[src/rtl/button_pkg.sv]
// Shared types and constants for the front-panel button controller.
package button_pkg;

  // Per-channel hold state machine.
  typedef enum logic [1:0] {
    IDLE = 2'd0,
    HELD = 2'd1,
    LONG = 2'd2
  } hold_state_t;

  // Bit positions of each event inside a channel's 3-bit status field.
  localparam int ST_PRESS = 2;
  localparam int ST_LONG  = 1;
  localparam int ST_REL   = 0;

  // Hold counter must be able to represent LONG_TICKS itself.
  function automatic int hold_cnt_w(input int long_ticks);
    return $clog2(long_ticks + 1);
  endfunction

endpackage

[src/rtl/button_channel.sv]
// One button channel: 2-flop synchroniser, strobe-driven debounce,
// hold-time FSM and single-cycle press / long / release event pulses.
module button_channel
  import button_pkg::*;
#(
  parameter int DEB_CNT     = 4,
  parameter int SHORT_TICKS = 8,
  parameter int LONG_TICKS  = 32,
  parameter bit ACTIVE_LOW  = 1'b1
) (
  input  logic SlowClock,
  input  logic MainReset,
  input  logic strobe_16ms,
  input  logic strobe_125ms,
  input  logic button_in,
  output logic debounced,
  output logic press_evt,
  output logic long_evt,
  output logic long_strobe,
  output logic release_evt
);

  localparam int              HW      = hold_cnt_w(LONG_TICKS);
  localparam logic            INACT   = ACTIVE_LOW ? 1'b1 : 1'b0;
  localparam logic [3:0]      DEB_TGT = 4'(DEB_CNT);
  localparam logic [HW-1:0]   SHORT_V = HW'(SHORT_TICKS);
  localparam logic [HW-1:0]   LONG_V  = HW'(LONG_TICKS);
  localparam logic [HW-1:0]   CNT_MAX = '1;

  logic [1:0]    sync_q, sync_d;
  logic          deb_q, deb_d;
  logic [3:0]    dcnt_q, dcnt_d;
  hold_state_t   state_q, state_d;
  logic [HW-1:0] hcnt_q, hcnt_d, hcnt_inc;
  logic          press_q, press_d;
  logic          long_q, long_d;
  logic          rel_q, rel_d;
  logic          pressed;

  // Shift the raw level through the two synchroniser stages.
  always_comb begin
    sync_d = {sync_q[0], button_in};
  end

  // Debounce: count consecutive differing samples, toggle on the DEB_CNT-th.
  always_comb begin
    deb_d  = deb_q;
    dcnt_d = dcnt_q;
    if (strobe_16ms) begin
      if (sync_q[1] != deb_q) begin
        if (dcnt_q + 4'd1 == DEB_TGT) begin
          deb_d  = ~deb_q;
          dcnt_d = '0;
        end else begin
          dcnt_d = dcnt_q + 4'd1;
        end
      end else begin
        dcnt_d = '0;
      end
    end
  end

  // The FSM looks at the registered debounced level, so a release landing
  // on a coincident strobe is seen one cycle later.
  assign pressed = (deb_q != INACT);

  // Hold FSM: counts 125 ms ticks while pressed and emits event pulses.
  always_comb begin
    state_d  = state_q;
    hcnt_d   = hcnt_q;
    press_d  = 1'b0;
    long_d   = 1'b0;
    rel_d    = 1'b0;
    hcnt_inc = (hcnt_q == CNT_MAX) ? hcnt_q : hcnt_q + HW'(1);
    unique case (state_q)
      IDLE: begin
        if (pressed) begin
          state_d = HELD;
          hcnt_d  = '0;
        end
      end
      HELD: begin
        if (!pressed) begin
          state_d = IDLE;
          rel_d   = 1'b1;
        end else if (strobe_125ms) begin
          hcnt_d = hcnt_inc;
          if (hcnt_inc == SHORT_V) press_d = 1'b1;
          if (hcnt_inc == LONG_V) begin
            long_d  = 1'b1;
            state_d = LONG;
          end
        end
      end
      LONG: begin
        if (!pressed) begin
          state_d = IDLE;
          rel_d   = 1'b1;
        end
      end
      default: state_d = IDLE;
    endcase
  end

  // State register; reset returns to the idle, released condition.
  always_ff @(posedge SlowClock or negedge MainReset) begin
    if (!MainReset) begin
      sync_q  <= {2{INACT}};
      deb_q   <= INACT;
      dcnt_q  <= '0;
      state_q <= IDLE;
      hcnt_q  <= '0;
      press_q <= 1'b0;
      long_q  <= 1'b0;
      rel_q   <= 1'b0;
    end else begin
      sync_q  <= sync_d;
      deb_q   <= deb_d;
      dcnt_q  <= dcnt_d;
      state_q <= state_d;
      hcnt_q  <= hcnt_d;
      press_q <= press_d;
      long_q  <= long_d;
      rel_q   <= rel_d;
    end
  end

  assign debounced   = deb_q;
  assign press_evt   = press_q;
  assign long_evt    = long_q;
  assign release_evt = rel_q;
  assign long_strobe = (state_q == LONG);

endmodule

[src/rtl/button_array_ctrl.sv]
// Multi-channel front-panel button controller: NUM_BTN independent channels,
// sticky W1C status with set-wins priority and a masked, registered Irq.
module button_array_ctrl
  import button_pkg::*;
#(
  parameter int NUM_BTN     = 2,
  parameter int DEB_CNT     = 4,
  parameter int SHORT_TICKS = 8,
  parameter int LONG_TICKS  = 32,
  parameter bit ACTIVE_LOW  = 1'b1
) (
  input  logic                 SlowClock,
  input  logic                 MainReset,
  input  logic                 Strobe16ms,
  input  logic                 Strobe125ms,
  input  logic [NUM_BTN-1:0]   ButtonIn,
  input  logic [NUM_BTN-1:0]   IntMask,
  input  logic [3*NUM_BTN-1:0] IntClear,
  output logic [NUM_BTN-1:0]   Debounced,
  output logic [NUM_BTN-1:0]   PressEvt,
  output logic [NUM_BTN-1:0]   LongEvt,
  output logic [NUM_BTN-1:0]   LongStrobe,
  output logic [NUM_BTN-1:0]   ReleaseEvt,
  output logic [3*NUM_BTN-1:0] IntStatus,
  output logic                 Irq
);

  logic [3*NUM_BTN-1:0] status_q, status_d;
  logic [3*NUM_BTN-1:0] evt_set, unmask;
  logic                 irq_q, irq_d;

  for (genvar i = 0; i < NUM_BTN; i++) begin : g_ch
    button_channel #(
      .DEB_CNT    (DEB_CNT),
      .SHORT_TICKS(SHORT_TICKS),
      .LONG_TICKS (LONG_TICKS),
      .ACTIVE_LOW (ACTIVE_LOW)
    ) u_ch (
      .SlowClock   (SlowClock),
      .MainReset   (MainReset),
      .strobe_16ms (Strobe16ms),
      .strobe_125ms(Strobe125ms),
      .button_in   (ButtonIn[i]),
      .debounced   (Debounced[i]),
      .press_evt   (PressEvt[i]),
      .long_evt    (LongEvt[i]),
      .long_strobe (LongStrobe[i]),
      .release_evt (ReleaseEvt[i])
    );
  end

  // Status update (event set beats same-cycle clear) and masked interrupt.
  always_comb begin
    evt_set = '0;
    unmask  = '0;
    for (int i = 0; i < NUM_BTN; i++) begin
      evt_set[3*i+ST_PRESS] = PressEvt[i];
      evt_set[3*i+ST_LONG]  = LongEvt[i];
      evt_set[3*i+ST_REL]   = ReleaseEvt[i];
      unmask[3*i +: 3]      = {3{~IntMask[i]}};
    end
    status_d = evt_set | (status_q & ~IntClear);
    irq_d    = |(status_q & unmask);
  end

  // Status and interrupt registers.
  always_ff @(posedge SlowClock or negedge MainReset) begin
    if (!MainReset) begin
      status_q <= '0;
      irq_q    <= 1'b0;
    end else begin
      status_q <= status_d;
      irq_q    <= irq_d;
    end
  end

  assign IntStatus = status_q;
  assign Irq       = irq_q;

endmodule

[config.mk]
export PLATFORM = sky130hd
export DESIGN_NAME = button_array_ctrl
export DESIGN_NICKNAME = d
export VERILOG_FILES = /design/src/rtl/button_pkg.sv /design/src/rtl/button_channel.sv /design/src/rtl/button_array_ctrl.sv
export SDC_FILE = /design/constraint.sdc
export NUM_CORES = 1
export LEC_CHECK = 0
export BUFFER_PORTS_ARGS = -buffer_cell sky130_fd_sc_hd__buf_2
export CORE_ASPECT_RATIO = 0.75
export CORE_UTILIZATION = 45
export DETAILED_ROUTE_END_ITERATION = 12
export PLACE_DENSITY = 0.67
export SYNTH_ARGS = -nofsm -noshare
export SYNTH_HDL_FRONTEND = slang
export SYNTH_HIERARCHICAL = 1
export SYNTH_SLANG_ARGS = --single-unit
[constraint.sdc]
create_clock -name SlowClock -period 2.4 [get_ports SlowClock]
set_clock_uncertainty 0.15 [all_clocks]
set_input_delay 0.24 -clock SlowClock [delete_from_list [all_inputs] [get_ports SlowClock]]
set_output_delay 0.24 -clock SlowClock [all_outputs]
set_load 0.05 [all_outputs]
; Word level (Yosys, flattened, before mapping)
; Cells that the tools add are included.
[op_classes]
n_addsub = 4
n_eq_ne = 26
muxes = 46
bitwise_logic = 8
reduce_logical = 13
[op_table]
columns = op, count
row1 = $mux W6, 8
row2 = $eq A6 B6 Y1 const B, 4
row3 = $pmux W6 S2, 2
row4 = $mux W1, 20
row5 = $mux W2, 10
row6 = $mux W4, 4
row7 = $ne A2 B2 Y1 const B, 8
row8 = $reduce_and A4 Y1, 4
row9 = $add A6 B1 Y6 const B, 2
row10 = $and A6 B6 Y6, 2
row11 = $eq A6 B4 Y1 const B, 2
row12 = $pmux W2 S3, 2
row13 = $add A4 B1 Y4 const B, 2
row14 = $eq A4 B3 Y1 const B, 2
row15 = $ne A3 B1 Y1 const B, 2
row16 = $ne A3 B2 Y1 const B, 2
row17 = $not A6 Y6, 1
row18 = $or A6 B6 Y6, 1
row19 = $reduce_and A3 Y1, 2
row20 = $reduce_or A6 Y1, 1
row21 = $eq A2 B1 Y1 const B, 2
row22 = $eq A2 B2 Y1 const B, 2
row23 = $logic_not A2 Y1, 2
row24 = $not A1 Y1, 4
row25 = other kinds (3), 6
[word_totals]
register_bits = 43
wordCells = 115

; Logic depth before layout (Yosys ltp)
[logic_depth]
ltp_word = 7
ltp_mapped = 8

; Cells and area by module
; The synthesis kept the hierarchy.
[modules_own_cells]
columns = module, instances, cells_per_inst, area_each_um2
row1 = button_channel (g_ch[0].u_ch), 1, 116, 1064.8
row2 = button_channel (g_ch[1].u_ch), 1, 105, 1013.5
row3 = button_array_ctrl, 1, 22, 265.3

; Least setup slack after synthesis
; Ideal clock, no wire load.
[synth_timing]
kind = flip-flop to flip-flop
start = register g_ch[1].u_ch.hcnt_q[0]
end = register g_ch[1].u_ch.state_q[0]
setup_time_ps = 126
arrival_time_ps = 1928
required_time_ps = 2124
setup_slack_ps = 196
path_stages_with_launch = 8
path_buffers = 0
period_less_slack_ps = 2204
path_cell_list = dfrtp_1 > ha_1 > nand2_1 > or4_1 > a22oi_2 > nand4_2 > a21o_1 > a221o_1
[synth_via]
elab_chain_len = 5
[synth_rtl]
columns = item, line_no
row1 = start: declaration, button_channel.sv:34  ; logic [HW-1:0] hcnt_q, hcnt_d, hcnt_inc;
row2 = start signal: assignment, button_channel.sv:121  ; hcnt_q <= hcnt_d;
row3 = $add A6 B1 Y6 or $eq A6 B6 Y1 (tied branches), button_channel.sv:74  ; hcnt_inc = (hcnt_q == CNT_MAX) ? hcnt_q : hcnt_q + HW'(1);
row4 = $mux W6 (*), button_channel.sv:74
row5 = $eq A6 B6 Y1 (*), button_channel.sv:89  ; if (hcnt_inc == LONG_V) begin
row6 = $ne A3 B1 Y1 (no line) (*), n/a
row7 = $reduce_and A4 Y1 (no line) (*), n/a
row8 = end signal: assignment, button_channel.sv:120  ; state_q <= state_d;
row9 = end: declaration, button_channel.sv:33  ; hold_state_t state_q, state_d;
; Mark *: on every way between the ends. The rest lies on a longest branch, timed or not.
; A chain may end at the register's enable or synchronous reset.

; Worst setup path in the final report
[layout_timing]
start = register g_ch[1].u_ch.hcnt_q[1]
end = register g_ch[1].u_ch.state_q[0]
; The elaborated chain is that of the path after synthesis.

==> run metrics <==
Synthesized Nets=269; RD Place Congestion=0.851; xor/xnor share of the synthesized area=3.36%; FF-to-FF Start=g_ch[1].u_ch/hcnt_q[1]$_DFFE_PN0P_; Final period util=94.1%; filler instances=452; top cell type's share of synthesized area=39.5%; Cell Area, Synth=2340 um^2; cell accounting for the most synthesized area=dfrtp_1; CTS Buffer Depth=2; Hold Path Stages=3; Async SR Flop Fraction=100%; Die Ht=64.5 um; Final min period=2.26 ns; Area growth syn-to-layout=15.9%; largest net degree at the start of global routing=44; Max Slew Vio Count=0; placed insts=327; worst-path fanout max=5; Clk Latency, worst-skew pair=0.30 ns; Seq cells post-synth=43; row cnt=22; Diodes inserted=0; Seq pwr share=39.1%; Seq/Total Area, Yosys=46.2%; count of different cell masters after synthesis=53; pre-CTS setup slack=0.109 ns; Hold Slack=0.0530 ns; Synth Area in Simple Gates=19.0%; number of synthesized flops with an enable pin=0; mux share of post-synthesis cell area=2.24%; Via density=5.45; Routed Antenna Nets=0; # nets final=305; clk slew on worst S/H paths=0.08 ns; top cells by area, synth=dfrtp_1 (40%), dfstp_2 (6.7%), ha_1 (6.4%); NetSw=0.00119 W; Sw Ratio=40.9%; setup ws final=0.141 ns; DPL Wire Length=3.06 mm; syn avg cell area=9.64 um^2; initial antenna violation count=0; largest family of logic cells by synthesized area=simple AND/OR/NAND/NOR gates; CP max stage cell=or4_1; wire length per cell=12.8 um; Max-slew headroom=64.7%; Pwr Density=1070 nW/um^2; Critical Path Max Stage Delay=0.43 ns; CP Capture Type=register; r2r worst-path depth=7; Max Freq=443 MHz; synthesized-area fraction occupied by adder cells=6.41%; die area=5500 um^2; most frequent cells after synthesis=dfrtp_1 (37), inv_1 (23), nand2_1 (19); TritonCTS clock tree=built; crit path buf inv count=0; Combinational Power Share=40.6%; hold endpoint=IntStatus[5]$_DFF_PN0_; share of cells above drive strength 1=22.5%; crit path kind=reg -> reg; worst path cell trace=ha_1, nand2_1, or4_1, a22oi_2, nand4_2, a21o_1, a221o_1; Max H-tree Level=2; Iter 0 DRT Violations=79; Worst EP arrival=2.30 ns; DR vias=1853; vias in the first global route=1662; DR pass1 iterations=6; Levels on crit path=7; Tightest Hold Check Type=in -> reg; Clock Root Buffer=clkbuf_8; first-pass GRT wire length=7.67 mm; Final setup viols=0; outcome=finished, final reports clean; Top delay family on crit path=compound AO/OA/AOI/OAI gates; Synthesis Warnings=6; core area=4950 um^2; WP data required=2.44 ns; CP startpoint kind=register; # DRC=0; Synth Area in Compound Gates=16.9%; max cap viols=0; Mapped Cells=243; die width=85.3 um; GRT Total Usage=18.1%; input/output buffers=30; final wirelength=4.37 mm; count leader, synth=dfrtp_1; number of buffers created by CTS=5; Worst-Margin Slew=0.529 ns; Clk pwr share=20.3%; Final Hold Vio Count=0; flop-to-flop setup slack=0.14 ns; Pint=0.00171 W; Main synth FF type=dfrtp_1; final non-filler cell total=340; Remaining Overflow, GRT=0; Initial Util=47.3%; I/O pins=31; Leakage Power=1.35 nW; Post-CTS Setup Inserts=0; Fin Setup TNS=0 ns; CTS Sinks=43; peak supply drop=0.559 mV; worst reg2reg endpoint=g_ch[1].u_ch/state_q[0]$_DFFE_PN0P_; worst hold start=IntClear[5]; RSZ-0062 raised after global routing=false
[power by group through the flow]
stage          registers [W]  clock network [W]  logic [W]
5_1_grt              0.00117           0.000646    0.00132
3_3_place_gp         0.00114                  0    0.00114
2_1_floorplan        0.00126                  0   0.000765
6_report             0.00113           0.000588    0.00118
4_1_cts              0.00113           0.000603    0.00118
3_5_place_dp         0.00115                  0    0.00115
[sequential cells by signal, summed over array words and instances, names as in the netlist]
register / count
g_ch.u_ch/hcnt_q: 12
g_ch.u_ch/dcnt_q: 8
IntStatus: 6
g_ch.u_ch/state_q: 4
g_ch.u_ch/sync_q: 4
g_ch.u_ch/debounced: 2
g_ch.u_ch/long_evt: 2
g_ch.u_ch/press_evt: 2
g_ch.u_ch/release_evt: 2
Irq: 1
[cells in the final DEF, fill, tap and decap left out, types with 3 or more instances in the layout]
| master | instances |
|---|---|
| nor2_1 | 11 |
| nand2_1 | 19 |
| mux2i_1 | 3 |
| inv_1 | 23 |
| a31oi_1 | 3 |
| nor2b_1 | 3 |
| a21o_1 | 6 |
| and2_1 | 3 |
| o211ai_1 | 3 |
| o21ai_0 | 15 |
| nand2b_1 | 3 |
| nand3_1 | 16 |
| nor3_1 | 6 |
| and3_1 | 4 |
| clkbuf_8 | 6 |
| buf_4 | 4 |
| dfrtp_1 | 36 |
| ha_1 | 12 |
| buf_2 | 30 |
| nor3b_1 | 3 |
| dfstp_2 | 6 |
| a21oi_1 | 11 |
| xnor2_1 | 5 |
| xor2_1 | 4 |
| o22ai_1 | 5 |
| dlygate4sd3_1 | 5 |
[worst reg2reg max path, delay by kind of cell (launching register included)]
kind,cells,cell delay [ns]
flip-flops,1,0.41
AO/OA/AOI/OAI,3,0.71
adder cells (fa/ha/maj),1,0.21
AND/OR/NAND/NOR,3,0.68
[what timing repair did]
action,4_1_cts,5_1_grt
endpoints found under the hold margin,40,0
hold buffers,5,0
resized for setup,0,1
setup endpoints to repair,0,1
[final cells by class]
class,count,area [um^2],share of cell area (%)
multi-input cells,167,1120,41.3
flip-flops and latches,43,1080,40.0
repair buffers,39,230,8.48
inverters,23,86.3,3.18
clock buffers,6,82.6,3.04
well taps,60,75.1,2.76
clock inverters,2,35.0,1.29
[stage by stage]
step                      util [%]  instance area [um^2]  power [W]
final                         54.8                  2720    0.00290
after global routing          54.8                  2720    0.00313
after CTS                     54.8                  2710    0.00291
after detailed placement      51.4                  2550    0.00230
after global placement        51.4                  2550    0.00228
after floorplan                  -                  2340    0.00203
[cells by family (layout without fill, tap and decap cells)]
group | count (synthesis) | after routing
compound gates | 59 | 59
flops | 43 | 43
xor+xnor | 9 | 9
mux | 5 | 5
simple gates | 82 | 82
buf+inv | 33 | 70
fa+ha+maj | 12 | 12
[worst max path at each step]
| stage | startpoint | end |
|---|---|---|
| after floorplan | g_ch[1].u_ch/hcnt_q[0]$_DFFE_PN0P_ | g_ch[1].u_ch/state_q[0]$_DFFE_PN0P_ |
| after global placement | g_ch[1].u_ch/hcnt_q[0]$_DFFE_PN0P_ | g_ch[1].u_ch/state_q[0]$_DFFE_PN0P_ |
| after detailed placement | g_ch[1].u_ch/hcnt_q[0]$_DFFE_PN0P_ | g_ch[1].u_ch/state_q[0]$_DFFE_PN0P_ |
| after CTS | g_ch[1].u_ch/hcnt_q[0]$_DFFE_PN0P_ | g_ch[1].u_ch/state_q[0]$_DFFE_PN0P_ |
| after global routing | g_ch[1].u_ch/hcnt_q[1]$_DFFE_PN0P_ | g_ch[1].u_ch/state_q[0]$_DFFE_PN0P_ |
| final | g_ch[1].u_ch/hcnt_q[1]$_DFFE_PN0P_ | g_ch[1].u_ch/state_q[0]$_DFFE_PN0P_ |
[per-layer routing]
metal,GRT usage (%),part of all wire [%]
met2,27.0,43
met5,0,0
met1,25.5,52
met4,6.88,1.2
met3,4.33,4.2
Note: power is estimated with default switching activity, not from simulation.
